--- src/rtl/radix4_ntt_ctrl.sv ---
// radix4_ntt_ctrl: sequencer for a combinational radix-4 NTT/INTT butterfly.
// On an accepted start it walks all STAGES stages in place, one butterfly per
// cycle. For each butterfly it issues four coefficient read addresses, three
// twiddle exponents and the mode select. The read side is replayed through a
// LATENCY-deep delay line as the write-back, and the pipeline is drained
// between stages so a stage never reads data that is still in flight.
//
// Optional feature: define RADIX4_NTT_CTRL_STALL_EN to add the 'stall' input.
// A stall holds the butterfly counter (or the drain counter) for one cycle and
// injects a bubble (rd_valid=0) that travels down the delay line.
//
// Ports:
//   clk, rst_n         clock, asynchronous active-low reset
//   start, mode        begin request (sampled in IDLE), 0=NTT / 1=INTT
//   stall              (optional) hold issue/drain for this cycle
//   busy, done         transform in progress / one-cycle completion pulse
//   sel                mode latched at start, held for the whole transform
//   stage_idx          current stage
//   rd_valid, rd_addr_1..4, tw_idx_2..4   read-side butterfly request
//   wr_valid, wr_addr_1..4                write-back, LATENCY cycles later
module radix4_ntt_ctrl #(
  parameter int unsigned  STAGES  = 2,
  parameter int unsigned  LATENCY = 3,
  localparam int unsigned ADDR_W  = 2 * STAGES
) (
  input  logic              clk,
  input  logic              rst_n,
  input  logic              start,
  input  logic              mode,
`ifdef RADIX4_NTT_CTRL_STALL_EN
  input  logic              stall,
`endif
  output logic              busy,
  output logic              done,
  output logic              sel,
  output logic [2:0]        stage_idx,
  output logic              rd_valid,
  output logic [ADDR_W-1:0] rd_addr_1,
  output logic [ADDR_W-1:0] rd_addr_2,
  output logic [ADDR_W-1:0] rd_addr_3,
  output logic [ADDR_W-1:0] rd_addr_4,
  output logic [ADDR_W-1:0] tw_idx_2,
  output logic [ADDR_W-1:0] tw_idx_3,
  output logic [ADDR_W-1:0] tw_idx_4,
  output logic              wr_valid,
  output logic [ADDR_W-1:0] wr_addr_1,
  output logic [ADDR_W-1:0] wr_addr_2,
  output logic [ADDR_W-1:0] wr_addr_3,
  output logic [ADDR_W-1:0] wr_addr_4
);

  localparam int unsigned       CW     = 4;
  localparam int unsigned       SW     = 3;
  localparam logic [ADDR_W-1:0] B_LAST = ADDR_W'((1 << (ADDR_W - 2)) - 1);
  localparam logic [SW-1:0]     S_LAST = SW'(STAGES - 1);
  localparam logic [CW-1:0]     LAT    = CW'(LATENCY);
  localparam logic [3:0]        SH_MAX = 4'(2 * (STAGES - 1));

  typedef enum logic [1:0] {IDLE, ISSUE, DRAIN, FINISH} state_e;

  state_e            state_q, state_d;
  logic [SW-1:0]     s_q, s_d;
  logic [ADDR_W-1:0] b_q, b_d;
  logic [CW-1:0]     cnt_q, cnt_d;
  logic              sel_q, sel_d;
  logic              busy_q, busy_d;
  logic              done_q, done_d;
  logic              rdv_q, rdv_d;
  logic [ADDR_W-1:0] rda_q [4];
  logic [ADDR_W-1:0] rda_d [4];
  logic [ADDR_W-1:0] tw_q  [3];
  logic [ADDR_W-1:0] tw_d  [3];
  logic              dv_q  [LATENCY];
  logic [ADDR_W-1:0] da_q  [LATENCY][4];

  logic              stall_w;
  logic              emit;
  logic [SW-1:0]     emit_s;
  logic [ADDR_W-1:0] emit_b;
  logic [3:0]        sh;
  logic [ADDR_W-1:0] span, mask, base, e;

`ifdef RADIX4_NTT_CTRL_STALL_EN
  assign stall_w = stall;
`else
  assign stall_w = 1'b0;
`endif

  // Next-state logic. b_q is the next butterfly to issue; 'emit' registers a
  // read request so that the outputs line up with the cycle after the decision.
  always_comb begin
    state_d = state_q;
    s_d     = s_q;
    b_d     = b_q;
    cnt_d   = cnt_q;
    sel_d   = sel_q;
    emit    = 1'b0;
    emit_s  = s_q;
    emit_b  = b_q;
    case (state_q)
      IDLE: begin
        if (start) begin
          sel_d  = mode;
          s_d    = '0;
          emit   = 1'b1;
          emit_s = '0;
          emit_b = '0;
        end
      end
      ISSUE: begin
        if (!stall_w) emit = 1'b1;
      end
      DRAIN: begin
        if (!stall_w) begin
          if (cnt_q != '0) begin
            cnt_d = cnt_q - CW'(1);
          end else if (s_q == S_LAST) begin
            state_d = FINISH;
          end else begin
            s_d    = s_q + SW'(1);
            emit   = 1'b1;
            emit_s = s_q + SW'(1);
            emit_b = '0;
          end
        end
      end
      FINISH: state_d = IDLE;
      default: state_d = IDLE;
    endcase
    // Advance the butterfly pointer; the last butterfly of a stage starts the drain.
    if (emit) begin
      if (emit_b == B_LAST) begin
        state_d = DRAIN;
        b_d     = '0;
        cnt_d   = LAT;
      end else begin
        state_d = ISSUE;
        b_d     = emit_b + ADDR_W'(1);
      end
    end
  end

  // DIF addressing with shifts: span = 4^(STAGES-1-s), group bits sit above
  // the two butterfly-leg bits, so leg k is just OR-ed in at position sh.
  always_comb begin
    sh   = SH_MAX - {emit_s, 1'b0};
    span = ADDR_W'(1) << sh;
    mask = span - ADDR_W'(1);
    base = ((emit_b >> sh) << ({1'b0, sh} + 5'd2)) | (emit_b & mask);
    e    = (emit_b & mask) << {emit_s, 1'b0};
    for (int k = 0; k < 4; k++) begin
      rda_d[k] = emit ? (base | (ADDR_W'(k) << sh)) : '0;
    end
    tw_d[0] = emit ? e : '0;
    tw_d[1] = emit ? (e << 1) : '0;
    tw_d[2] = emit ? (e + (e << 1)) : '0;
    rdv_d   = emit;
    busy_d  = (state_d == ISSUE) || (state_d == DRAIN);
    done_d  = (state_d == FINISH);
  end

  // State, output registers and the write-back delay line.
  always_ff @(posedge clk or negedge rst_n) begin
    if (!rst_n) begin
      state_q <= IDLE;
      s_q     <= '0;
      b_q     <= '0;
      cnt_q   <= '0;
      sel_q   <= 1'b0;
      busy_q  <= 1'b0;
      done_q  <= 1'b0;
      rdv_q   <= 1'b0;
      for (int k = 0; k < 4; k++) rda_q[k] <= '0;
      for (int k = 0; k < 3; k++) tw_q[k] <= '0;
      for (int i = 0; i < LATENCY; i++) begin
        dv_q[i] <= 1'b0;
        for (int k = 0; k < 4; k++) da_q[i][k] <= '0;
      end
    end else begin
      state_q <= state_d;
      s_q     <= s_d;
      b_q     <= b_d;
      cnt_q   <= cnt_d;
      sel_q   <= sel_d;
      busy_q  <= busy_d;
      done_q  <= done_d;
      rdv_q   <= rdv_d;
      rda_q   <= rda_d;
      tw_q    <= tw_d;
      dv_q[0] <= rdv_q;
      da_q[0] <= rda_q;
      for (int i = 1; i < LATENCY; i++) begin
        dv_q[i] <= dv_q[i-1];
        da_q[i] <= da_q[i-1];
      end
    end
  end

  assign busy      = busy_q;
  assign done      = done_q;
  assign sel       = sel_q;
  assign stage_idx = s_q;
  assign rd_valid  = rdv_q;
  assign rd_addr_1 = rda_q[0];
  assign rd_addr_2 = rda_q[1];
  assign rd_addr_3 = rda_q[2];
  assign rd_addr_4 = rda_q[3];
  assign tw_idx_2  = tw_q[0];
  assign tw_idx_3  = tw_q[1];
  assign tw_idx_4  = tw_q[2];
  assign wr_valid  = dv_q[LATENCY-1];
  assign wr_addr_1 = da_q[LATENCY-1][0];
  assign wr_addr_2 = da_q[LATENCY-1][1];
  assign wr_addr_3 = da_q[LATENCY-1][2];
  assign wr_addr_4 = da_q[LATENCY-1][3];

endmodule

--- config.mk ---
export PLATFORM = sky130hd
export DESIGN_NAME = radix4_ntt_ctrl
export DESIGN_NICKNAME = d
export VERILOG_FILES = /design/src/rtl/radix4_ntt_ctrl.sv
export SDC_FILE = /design/constraint.sdc
export NUM_CORES = 1
export LEC_CHECK = 0
export CAP_MARGIN = 20
export CORE_MARGIN = 2
export CORE_UTILIZATION = 51
export DETAILED_ROUTE_END_ITERATION = 7
export PLACE_DENSITY = 0.85
export SLEW_MARGIN = 20
export SYNTH_ARGS = -nofsm -noshare
export SYNTH_HDL_FRONTEND = slang
export SYNTH_SLANG_ARGS = --single-unit
--- constraint.sdc ---
create_clock -name clk -period 4.61 [get_ports clk]
set_clock_uncertainty 0.1 [all_clocks]
set_input_delay 0.6915 -clock clk [delete_from_list [all_inputs] [get_ports clk]]
set_output_delay 0.6915 -clock clk [all_outputs]
set_load 0.02 [all_outputs]
==> results.sh, run 1 <==
export IMPL_worstPathCellList="inv_1 > ha_1 > nor3b_4 > nand3_2 > mux2_4 > inv_2 > ha_1 > nand3b_1 > a311oi_1 > a41oi_1 > ha_1 > nor2b_1 > a2bb2oi_1 > nor3_1 > fa_1 > nor2b_1 > mux2_4"
export IMPL_clk_pin_slew_ns=0.07
export IMPL_cts_tree="yes"
export IMPL_cp_data_arrival_time_ns=4.25
export IMPL_relSlewSlack=0.5319
export IMPL_vias=1748
export IMPL_finalHoldViolations=0
export IMPL_pin_count=56
export IMPL_yosysTopAreaCell="dfrtp_1"
export IMPL_cts_setup_buffers=0
export IMPL_rows=26
export IMPL_globalplace_congestion=0.8377
export IMPL_cts_inserted_buffers=9
export IMPL_critPathMaxFanout=7
export IMPL_overflow=0
export IMPL_crit_required_ns=4.72
export IMPL_synthCells=225
export IMPL_nets=277
export IMPL_clockBufferDepth=2
export IMPL_ys_warnings_count=0
export IMPL_port_buffers=54
export IMPL_netlist_area_leader_share=0.5550
export IMPL_yosys_area_share_xor_xnor=0.01317
export IMPL_area_delta_synth_final_pct=26.06
export IMPL_yosysMostFrequentCell="dfrtp_1"
export IMPL_die_y_um=76.22
export IMPL_grt_pass1_vias=1777
export IMPL_ys_types=49
export IMPL_cp_common_cell="ha_1"
export IMPL_vias_per_cell=5.187
export IMPL_synthTopCellsByArea="dfrtp_1 56%, buf_4 8.5%, ha_1 4.7%"
export IMPL_yosys_mux_area_fraction=0.02728
export IMPL_first_iter_violations=145
export IMPL_cts_hold_buf=0
export IMPL_fin_cells=337
export IMPL_synthAdderAreaFrac=0.05456
export IMPL_grt_max_degree=60
export IMPL_power_density_nw_per_um2=692.9
export IMPL_dieArea_um2=5809
export IMPL_cts_repair_resized=0
export IMPL_wl_per_cell_um=14.75
export IMPL_ir_worst_vdd_uv=344.9
export IMPL_grt_pass1_wl_um=8576
export IMPL_place_inst=321
export IMPL_clock_sinks=59
export IMPL_antenna_found_initial=0
export IMPL_ys_seq_area_frac=0.5550
export IMPL_drive_above_1_share=0.1423
export IMPL_cp_end_kind="flop"
export IMPL_fp_dieW_um=76.22
export IMPL_timing_max_cap_violations=0
export IMPL_worstSetupStartpointType="flop"
export IMPL_slew_violations=0
export IMPL_fmax_ghz=0.2415
export IMPL_timing_final_crit_share=0.8981
export IMPL_setup_violations_final=0
export IMPL_r2r_cells=17
export IMPL_htreeDepth=3
export IMPL_slowest_stage="dfrtp_1"
export IMPL_clockRootBuffer="clkbuf_8"
export IMPL_slowest_delay_ns=0.41
export IMPL_synth_simple_gate_area_frac=0.1576
export IMPL_antennaDiodeCount=0
export IMPL_dp_hpwl_um=3491
export IMPL_synth_area_um2=2660
export IMPL_synth_edf_count=0
export IMPL_rsz0062_at_grt="no"
export IMPL_worstSkewPairLatency_ns=0.33
export IMPL_fin_setup_tns_ns=0
export IMPL_drtPass1Iterations=4
export IMPL_ys_async_sr_fraction=1.000
export IMPL_drc=0
export IMPL_status="completed"
export IMPL_wl_um=4971
export IMPL_synth_main_ff_cell="dfrtp_1"
export IMPL_coreArea_um2=5075
export IMPL_hp_class="reg2reg"
export IMPL_synth_avg_cell_area_um2=11.82
export IMPL_final_util=0.6608
export IMPL_synth_top_family_by_area="simple AND/OR/NAND/NOR gates"
export IMPL_worst_setup_path_type="reg2reg"
export IMPL_initial_core_util=0.5242
export IMPL_synth_seq_cells=59
export IMPL_grt_usage=0.1901
export IMPL_tightest_slew_ns=0.7022
export IMPL_synth_nets=240
export IMPL_p_leak_uw=0.001455
export IMPL_synth_compound_area_frac=0.08749
export IMPL_synth_top_cells_by_count="59 x dfrtp_1, 30 x buf_4, 20 x nand2_1"
export IMPL_finalCriticalPeriod_ns=4.140
export IMPL_hold_depth=0
export IMPL_ant_nets=0
==> placed cells by master (no fill, tap or decap), types with 4 or more instances in the layout <==
cell type,instances
a21oi_1,6
ha_1,10
buf_4,6
nand2_1,20
and2_1,4
dfrtp_1,59
nor2_1,8
clkbuf_8,9
nand2b_1,5
clkdlybuf4s50_1,53
inv_1,5
nand3_1,5
nor3_1,8
o21ai_0,7
nor2b_1,7
bufinv_16,4
==> worst max-delay path, delay by kind of cell (launching register included) <==
| kind | cells | cell delay, ns |
|---|---|---|
| flip-flops | 1 | 0.41 |
| AND/OR/NAND/NOR | 6 | 0.99 |
| multiplexers | 2 | 0.66 |
| AO/OA/AOI/OAI | 3 | 0.55 |
| buffers and inverters | 2 | 0.23 |
| adder cells (fa/ha/maj) | 4 | 1.06 |
==> final timing paths <==
path | from | endpoint | slack, ns
min | da_q[39] | da_q[23] | 0.25
max | cnt_q[0] | tw_idx_4[3] | 0.47
max reg2reg | cnt_q[0] | tw_idx_4[3] | 0.47
max in group asynchronous | rst_n | rd_addr_3[0] | 3.55
min in group asynchronous | rst_n | busy | 0.37
min reg2reg | da_q[39] | da_q[23] | 0.25
==> logic make-up after synthesis <==
group | count (synthesis)
simple gates | 71
buf+inv | 42
mux | 5
xor+xnor | 4
flops | 59
compound gates | 32
other cells | 1
fa+ha+maj | 11
==> flip-flops by register name, indices dropped and copies added (netlist names), 2 cells and up <==
name and cells:
wr_addr_4 2, cnt_q 4, dv_q 2, tw_idx_2 3
rd_addr_4 3, tw_idx_4 4, b_q 4, wr_addr_3 3
wr_addr_2 2, rd_addr_3 3, state_q 2, stage_idx 3
da_q 16
==> stage by stage <==
step	hold slack, ns	power, uW	setup WS [ns]	area, um2
after floorplan	0.2312	1422	0.6921	2660
after global placement	0.2310	1683	0.2643	3083
after detailed placement	0.2355	1714	0.2070	3089
after CTS	0.2509	2349	0.4771	3353
after global routing	0.2586	2472	0.1760	3353
final	0.2489	2323	0.4700	3353
==> cell type report <==
type                            instances  area (um2)
Fill cell                             411        1722
Sequential cell                        59        1476
Multi-Input combinational cell        124       914.6
Timing Repair Buffer                   60       580.6
Clock inverter                          6       136.4
Clock buffer                           10       127.6
Tap cell                               70       87.58
Inverter                                8       30.03
==> routing by layer <==
metal | global-route usage | vias to the layer above | part of all wire | wire, um
met1 | 0.2314 | 845 | 0.40 | 1977
li1 | - | 816 | - | -
met5 | 0 | - | 0 | 0
met3 | 0.06280 | 11 | 0.073 | 363
met2 | 0.3142 | 76 | 0.51 | 2555
met4 | 0.07455 | 0 | 0.015 | 75
==> where the power goes <==
group / leakage, uW / switching (uW) / internal (uW)
Sequential: 0.000723 / 122 / 697
Clock: 0.000127 / 204 / 416
Combinational: 0.000606 / 475 / 409
Total: 0.00146 / 801 / 1520
Note: power is estimated with default switching activity, not from simulation.
==> run 2, diff against run 1 <==
==> constraint.sdc (replaced) <==
create_clock -name clk -period 4.61 [get_ports clk]
set_clock_uncertainty 0.1 [all_clocks]
set_input_delay 0.461 -clock clk [delete_from_list [all_inputs] [get_ports clk]]
set_output_delay 0.461 -clock clk [all_outputs]
set_load 0.02 [all_outputs]
==> run 2 against run 1 <==
Effect of this change:
- non-clock buffer count fell by 1
- first-iteration DRC count down 40%
- maximum frequency shrank 3.0%
- clock power is 25% lower
- routed wire length rose by 0.14%
- combinational power about the same
- utilization shrank 1.5 points
- sequential cell count unchanged
- sequential share of layout area grew 1.0 points
- die area is the same
==> results.sh, run 2 (synthesis gave the netlist of run 1 again) <==
export IMPL_cp_depth=17
export IMPL_critPathLaunch="stage_idx[1]"
export IMPL_holdWs_ns=0.1486
export IMPL_finalCriticalPeriod_ns=4.267
export IMPL_r2r_start="stage_idx[1]"
export IMPL_drive_above_1_share=0.1391
export IMPL_worstPathCellList="inv_1 > ha_1 > nand2b_1 > nand3_2 > mux2_4 > inv_2 > ha_1 > nand3b_1 > a311oi_1 > a41oi_1 > ha_1 > nor2b_1 > a2bb2oi_1 > nor3_1 > fa_1 > nor2b_1 > mux2_4"
export IMPL_regMostFlops="da_q"
export IMPL_pin_count=56
export IMPL_fp_dieW_um=76.22
export IMPL_rr_endpoint="tw_idx_4[3]"
export IMPL_clockBufferDepth=2
export IMPL_relSlewSlack=0.5180
export IMPL_timing_max_cap_violations=0
export IMPL_worstSkewPairLatency_ns=0.33
export IMPL_rows=26
export IMPL_grtUsageMet3=0.04858
export IMPL_gr_usage_met2=0.3035
export IMPL_cp_data_arrival_time_ns=4.39
export IMPL_ant_nets=0
export IMPL_hp_class="in2async"
export IMPL_antennaDiodeCount=0
export IMPL_cts_setup_buffers=0
export IMPL_p_leak_uw=0.001421
export IMPL_cts_inserted_buffers=9
export IMPL_crit_end="tw_idx_4[3]"
export IMPL_first_iter_violations=87
export IMPL_wl_um=4978
export IMPL_grt_use_met1=0.2294
export IMPL_coreArea_um2=5075
export IMPL_overflow=0
export IMPL_timing_final_crit_share=0.9256
export IMPL_grt_max_degree=60
export IMPL_initial_core_util=0.5242
export IMPL_placed_area_um2=3075
export IMPL_slowest_delay_ns=0.43
export IMPL_cts_tree="yes"
export IMPL_cp_end_kind="flop"
export IMPL_finalHoldViolations=0
export IMPL_htreeDepth=3
export IMPL_vias=1733
export IMPL_fin_setup_tns_ns=0
export IMPL_ff2ff_setup_slack_ns=0.34
export IMPL_fillers=397
export IMPL_fin_area_um2=3276
export IMPL_vias_per_cell=5.158
export IMPL_area_delta_synth_final_pct=23.14
export IMPL_slew_violations=0
export IMPL_dp_hpwl_um=3518
export IMPL_pre_cts_ws_ns=0.2405
export IMPL_layout_common_cells="59 x dfrtp_1, 53 x clkdlybuf4s50_1, 20 x nand2_1"
export IMPL_drtPass1Iterations=4
export IMPL_cpLargestDelayFamily="adder cells"
export IMPL_drc=0
export IMPL_port_buffers=54
export IMPL_largest_reg_flops=16
export IMPL_globalplace_congestion=0.8161
export IMPL_power_density_nw_per_um2=661.2
export IMPL_dieArea_um2=5809
export IMPL_status="completed"
export IMPL_die_y_um=76.22
export IMPL_grt_pass1_wl_um=8369
export IMPL_cp_buffers_inverters=2
export IMPL_slowest_stage="dfrtp_1"
export IMPL_clock_sinks=59
export IMPL_gr_max_usage_layer="met2"
export IMPL_setup_violations_final=0
export IMPL_critPathMaxFanout=7
export IMPL_cp_common_cell="ha_1"
export IMPL_final_common_cell="dfrtp_1"
export IMPL_nets=276
export IMPL_worstSetupStartpointType="flop"
export IMPL_clk_pin_slew_ns=0.07
export IMPL_crit_required_ns=4.73
export IMPL_grt_pass1_vias=1700
export IMPL_finalWorstSetupSlack_ns=0.3432
export IMPL_worst_setup_path_type="reg2reg"
export IMPL_r2r_cells=17
export IMPL_wl_per_cell_um=14.82
export IMPL_fmax_ghz=0.2344
export IMPL_ir_worst_vdd_uv=310.7
export IMPL_cts_hold_buf=0
export IMPL_grt_usage=0.1853
export IMPL_cts_repair_resized=0
export IMPL_rsz0062_at_grt="no"
export IMPL_antenna_found_initial=0
export IMPL_tightest_slew_ns=0.7230
export IMPL_clockRootBuffer="clkbuf_8"
## run 2: power by group
part | switching (uW) | leakage, uW | internal (uW) | total [uW]
registers | 125 | 0.000723 | 697 | 822
logic | 470 | 0.000602 | 410 | 881
clock network | 211 | 0.0000958 | 252 | 463
total | 807 | 0.00142 | 1360 | 2170
## run 2: area by class of cell
type,instances,area [um2],share of cell area
clock buffers,9,123.9,0.03782
clock inverters,7,76.32,0.02330
inverters,8,30.03,0.009167
multi-input cells,124,908.4,0.2773
flip-flops and latches,59,1476,0.4507
well taps,70,87.58,0.02674
repair buffers,59,573.1,0.1749
## run 2: worst min-delay path by stage
| stage | end | slack [ns] | depth (start not counted) |
|---|---|---|---|
| 2_1_floorplan | b_q[0] | 0.07 | 0 |
| 3_3_place_gp | da_q[17] | 0.23 | 0 |
| 3_5_place_dp | dv_q[1] | 0.23 | 0 |
| 4_1_cts | stage_idx[2] | 0.18 | 2 |
| 5_1_grt | done | 0.23 | 2 |
| 6_report | stage_idx[2] | 0.15 | 2 |
## run 2: per-stage QoR
| stage | power, uW | util | instances |
|---|---|---|---|
| detailed placement | 1713 | 0.6060 | 320 |
| finish | 2166 | 0.6455 | 336 |
| CTS | 2185 | 0.6455 | 336 |
| global placement | 1688 | 0.6060 | 320 |
| floorplan | 1422 | - | 225 |
| global route | 2297 | 0.6455 | 336 |
## run 2: per-layer routing
layer	wire [um]	up-vias
met5	0	-
met4	106	0
met3	276	12
met2	2514	55
met1	2081	852
li1	-	814
==> run 3, diff against run 2 <==
CORE_UTILIZATION = 54   (was 51)
PLACE_DENSITY = 0.89   (was 0.85)
clock period = 5.4 ns   (was 4.61 ns; I/O delays follow)
==> run 3 against run 2 <==
Effect of this change:
- power shrank 15%
- register-to-register slack improved by 0.69 ns
- highest routed layer unchanged
- largest power group unchanged
- critical endpoint unchanged
- sequential cell count stayed put
- cell area shrank 0.84%
- clock power shrank 14%
- first-iteration DRC count grew 31%
- routed wire length is 6.4% lower
- die area is 5.3% lower
- clock-buffer cell count is the same
- final cell count is 2.1% lower
- hold slack gained 0.070 ns
==> results.sh, run 3 (synthesis gave the netlist of run 1 again) <==
export IMPL_critPathMaxFanout=9
export IMPL_grt_usage=0.1907
export IMPL_drc=0
export IMPL_multiInputGateArea_um2=914.6
export IMPL_power_density_nw_per_um2=563.8
export IMPL_globalplace_congestion=0.8744
export IMPL_clockRootBuffer="clkbuf_8"
export IMPL_largest_reg_flops=16
export IMPL_rsz0062_at_grt="no"
export IMPL_cts_hold_buf=0
export IMPL_overflow=0
export IMPL_cts_setup_buffers=0
export IMPL_htreeDepth=3
export IMPL_grt_pass1_vias=1648
export IMPL_grt_max_degree=60
export IMPL_seq_area_um2=1476
export IMPL_crit_required_ns=5.52
export IMPL_fin_setup_tns_ns=0
export IMPL_wl_um=4659
export IMPL_wl_per_cell_um=14.16
export IMPL_relSlewSlack=0.5214
export IMPL_hp_class="in2async"
export IMPL_final_common_cell="dfrtp_1"
export IMPL_port_buffers=54
export IMPL_timing_final_crit_share=0.8079
export IMPL_layout_common_cells="59 x dfrtp_1, 53 x clkdlybuf4s50_1, 20 x nand2_1"
export IMPL_ir_worst_vdd_uv=281.6
export IMPL_antenna_found_initial=0
export IMPL_dp_hpwl_um=3425
export IMPL_cts_tree="yes"
export IMPL_drtPass1Iterations=5
export IMPL_clk_pin_slew_ns=0.07
export IMPL_r2r_start="state_q[1]"
export IMPL_critPathLaunch="state_q[1]"
export IMPL_worstSkewPairLatency_ns=0.34
export IMPL_ant_nets=0
export IMPL_p_leak_uw=0.001400
export IMPL_die_y_um=74.19
export IMPL_slew_violations=0
export IMPL_antennaDiodeCount=0
export IMPL_cts_repair_resized=0
export IMPL_worst_setup_path_type="reg2reg"
export IMPL_pin_count=56
export IMPL_timing_max_cap_violations=0
export IMPL_area_delta_synth_final_pct=22.11
export IMPL_vias=1725
export IMPL_initial_core_util=0.5632
export IMPL_clockBufferDepth=2
export IMPL_vias_per_cell=5.243
export IMPL_finalCriticalPeriod_ns=4.363
export IMPL_tightest_slew_ns=0.7157
export IMPL_setup_violations_final=0
export IMPL_worstSetupStartpointType="flop"
export IMPL_rows=25
export IMPL_finalHoldViolations=0
export IMPL_cp_data_arrival_time_ns=4.48
export IMPL_clock_sinks=59
export IMPL_status="completed"
export IMPL_ff2ff_setup_slack_ns=1.04
export IMPL_fillers=363
export IMPL_drive_above_1_share=0.1298
export IMPL_regMostFlops="da_q"
export IMPL_grt_pass1_wl_um=7638
export IMPL_first_iter_violations=114
export IMPL_fp_dieW_um=74.19
export IMPL_cp_end_kind="flop"
export IMPL_dieArea_um2=5503
export IMPL_cts_inserted_buffers=9
export IMPL_coreArea_um2=4723
export IMPL_p_total_uw=1831
export IMPL_nets=272
export IMPL_fmax_ghz=0.2292
-- run 3: cell count changes in the layout (fill, tap and decap cells not counted) --
cell / previous run / this run
a31oi_2: 0 / 1
a31oi_1: 2 / 1
buf_4: 5 / 1
-- run 3: metal layers --
layer | global-route usage | part of all wire | up-vias
li1 | - | - | 810
met1 | 0.2394 | 0.42 | 838
met2 | 0.3095 | 0.51 | 64
met3 | 0.05014 | 0.058 | 13
met4 | 0.09091 | 0.020 | 0
met5 | 0 | 0 | -
-- run 3: worst max-delay path: stages (launching register included) --
cell and delay (ns):
dfrtp_1 0.50, nor2b_1 0.56, nand3_2 0.22, mux2_4 0.35, inv_2 0.13, ha_1 0.31
nand3b_1 0.14, a311oi_1 0.06, a41oi_1 0.39, ha_1 0.22, nor2b_1 0.05, a2bb2oi_1 0.25
nor3_1 0.11, fa_1 0.41, nor2b_1 0.14, mux2_4 0.29
-- run 3: area by class of cell --
| type | instances | area share |
|---|---|---|
| Clock buffer | 9 | 0.03814 |
| Clock inverter | 7 | 0.02350 |
| Inverter | 8 | 0.009245 |
| Multi-Input combinational cell | 124 | 0.2816 |
| Sequential cell | 59 | 0.4545 |
| Tap cell | 67 | 0.02581 |
| Timing Repair Buffer | 55 | 0.1672 |
-- run 3: through the flow --
stage	hold slack [ns]	std cells	cell area (um2)	setup slack (ns)	util
after global placement	0.2317	313	3042	1.015	0.6440
after floorplan	0.1444	225	2660	1.482	-
final	0.2191	329	3248	1.037	0.6877
after global routing	0.2591	329	3248	0.7667	0.6877
after detailed placement	0.2347	313	3048	0.9565	0.6453
after CTS	0.2506	329	3248	1.080	0.6877
-- run 3: path summary, 6_finish.rpt --
check / end / cells after the start
worst min register to register: wr_valid / 0
max in group asynchronous: b_q[0] / 2
worst min-delay path: state_q[1] / 2
worst max register to register: tw_idx_4[3] / 15
min in group clk: wr_valid / 0
worst max-delay path: tw_idx_4[3] / 15
-- run 3: power breakdown --
part           total (uW)  internal (uW)  switching (uW)
clock network         396            215             181
registers             699            595             104
logic                 736            342             394
total                1830           1150             680
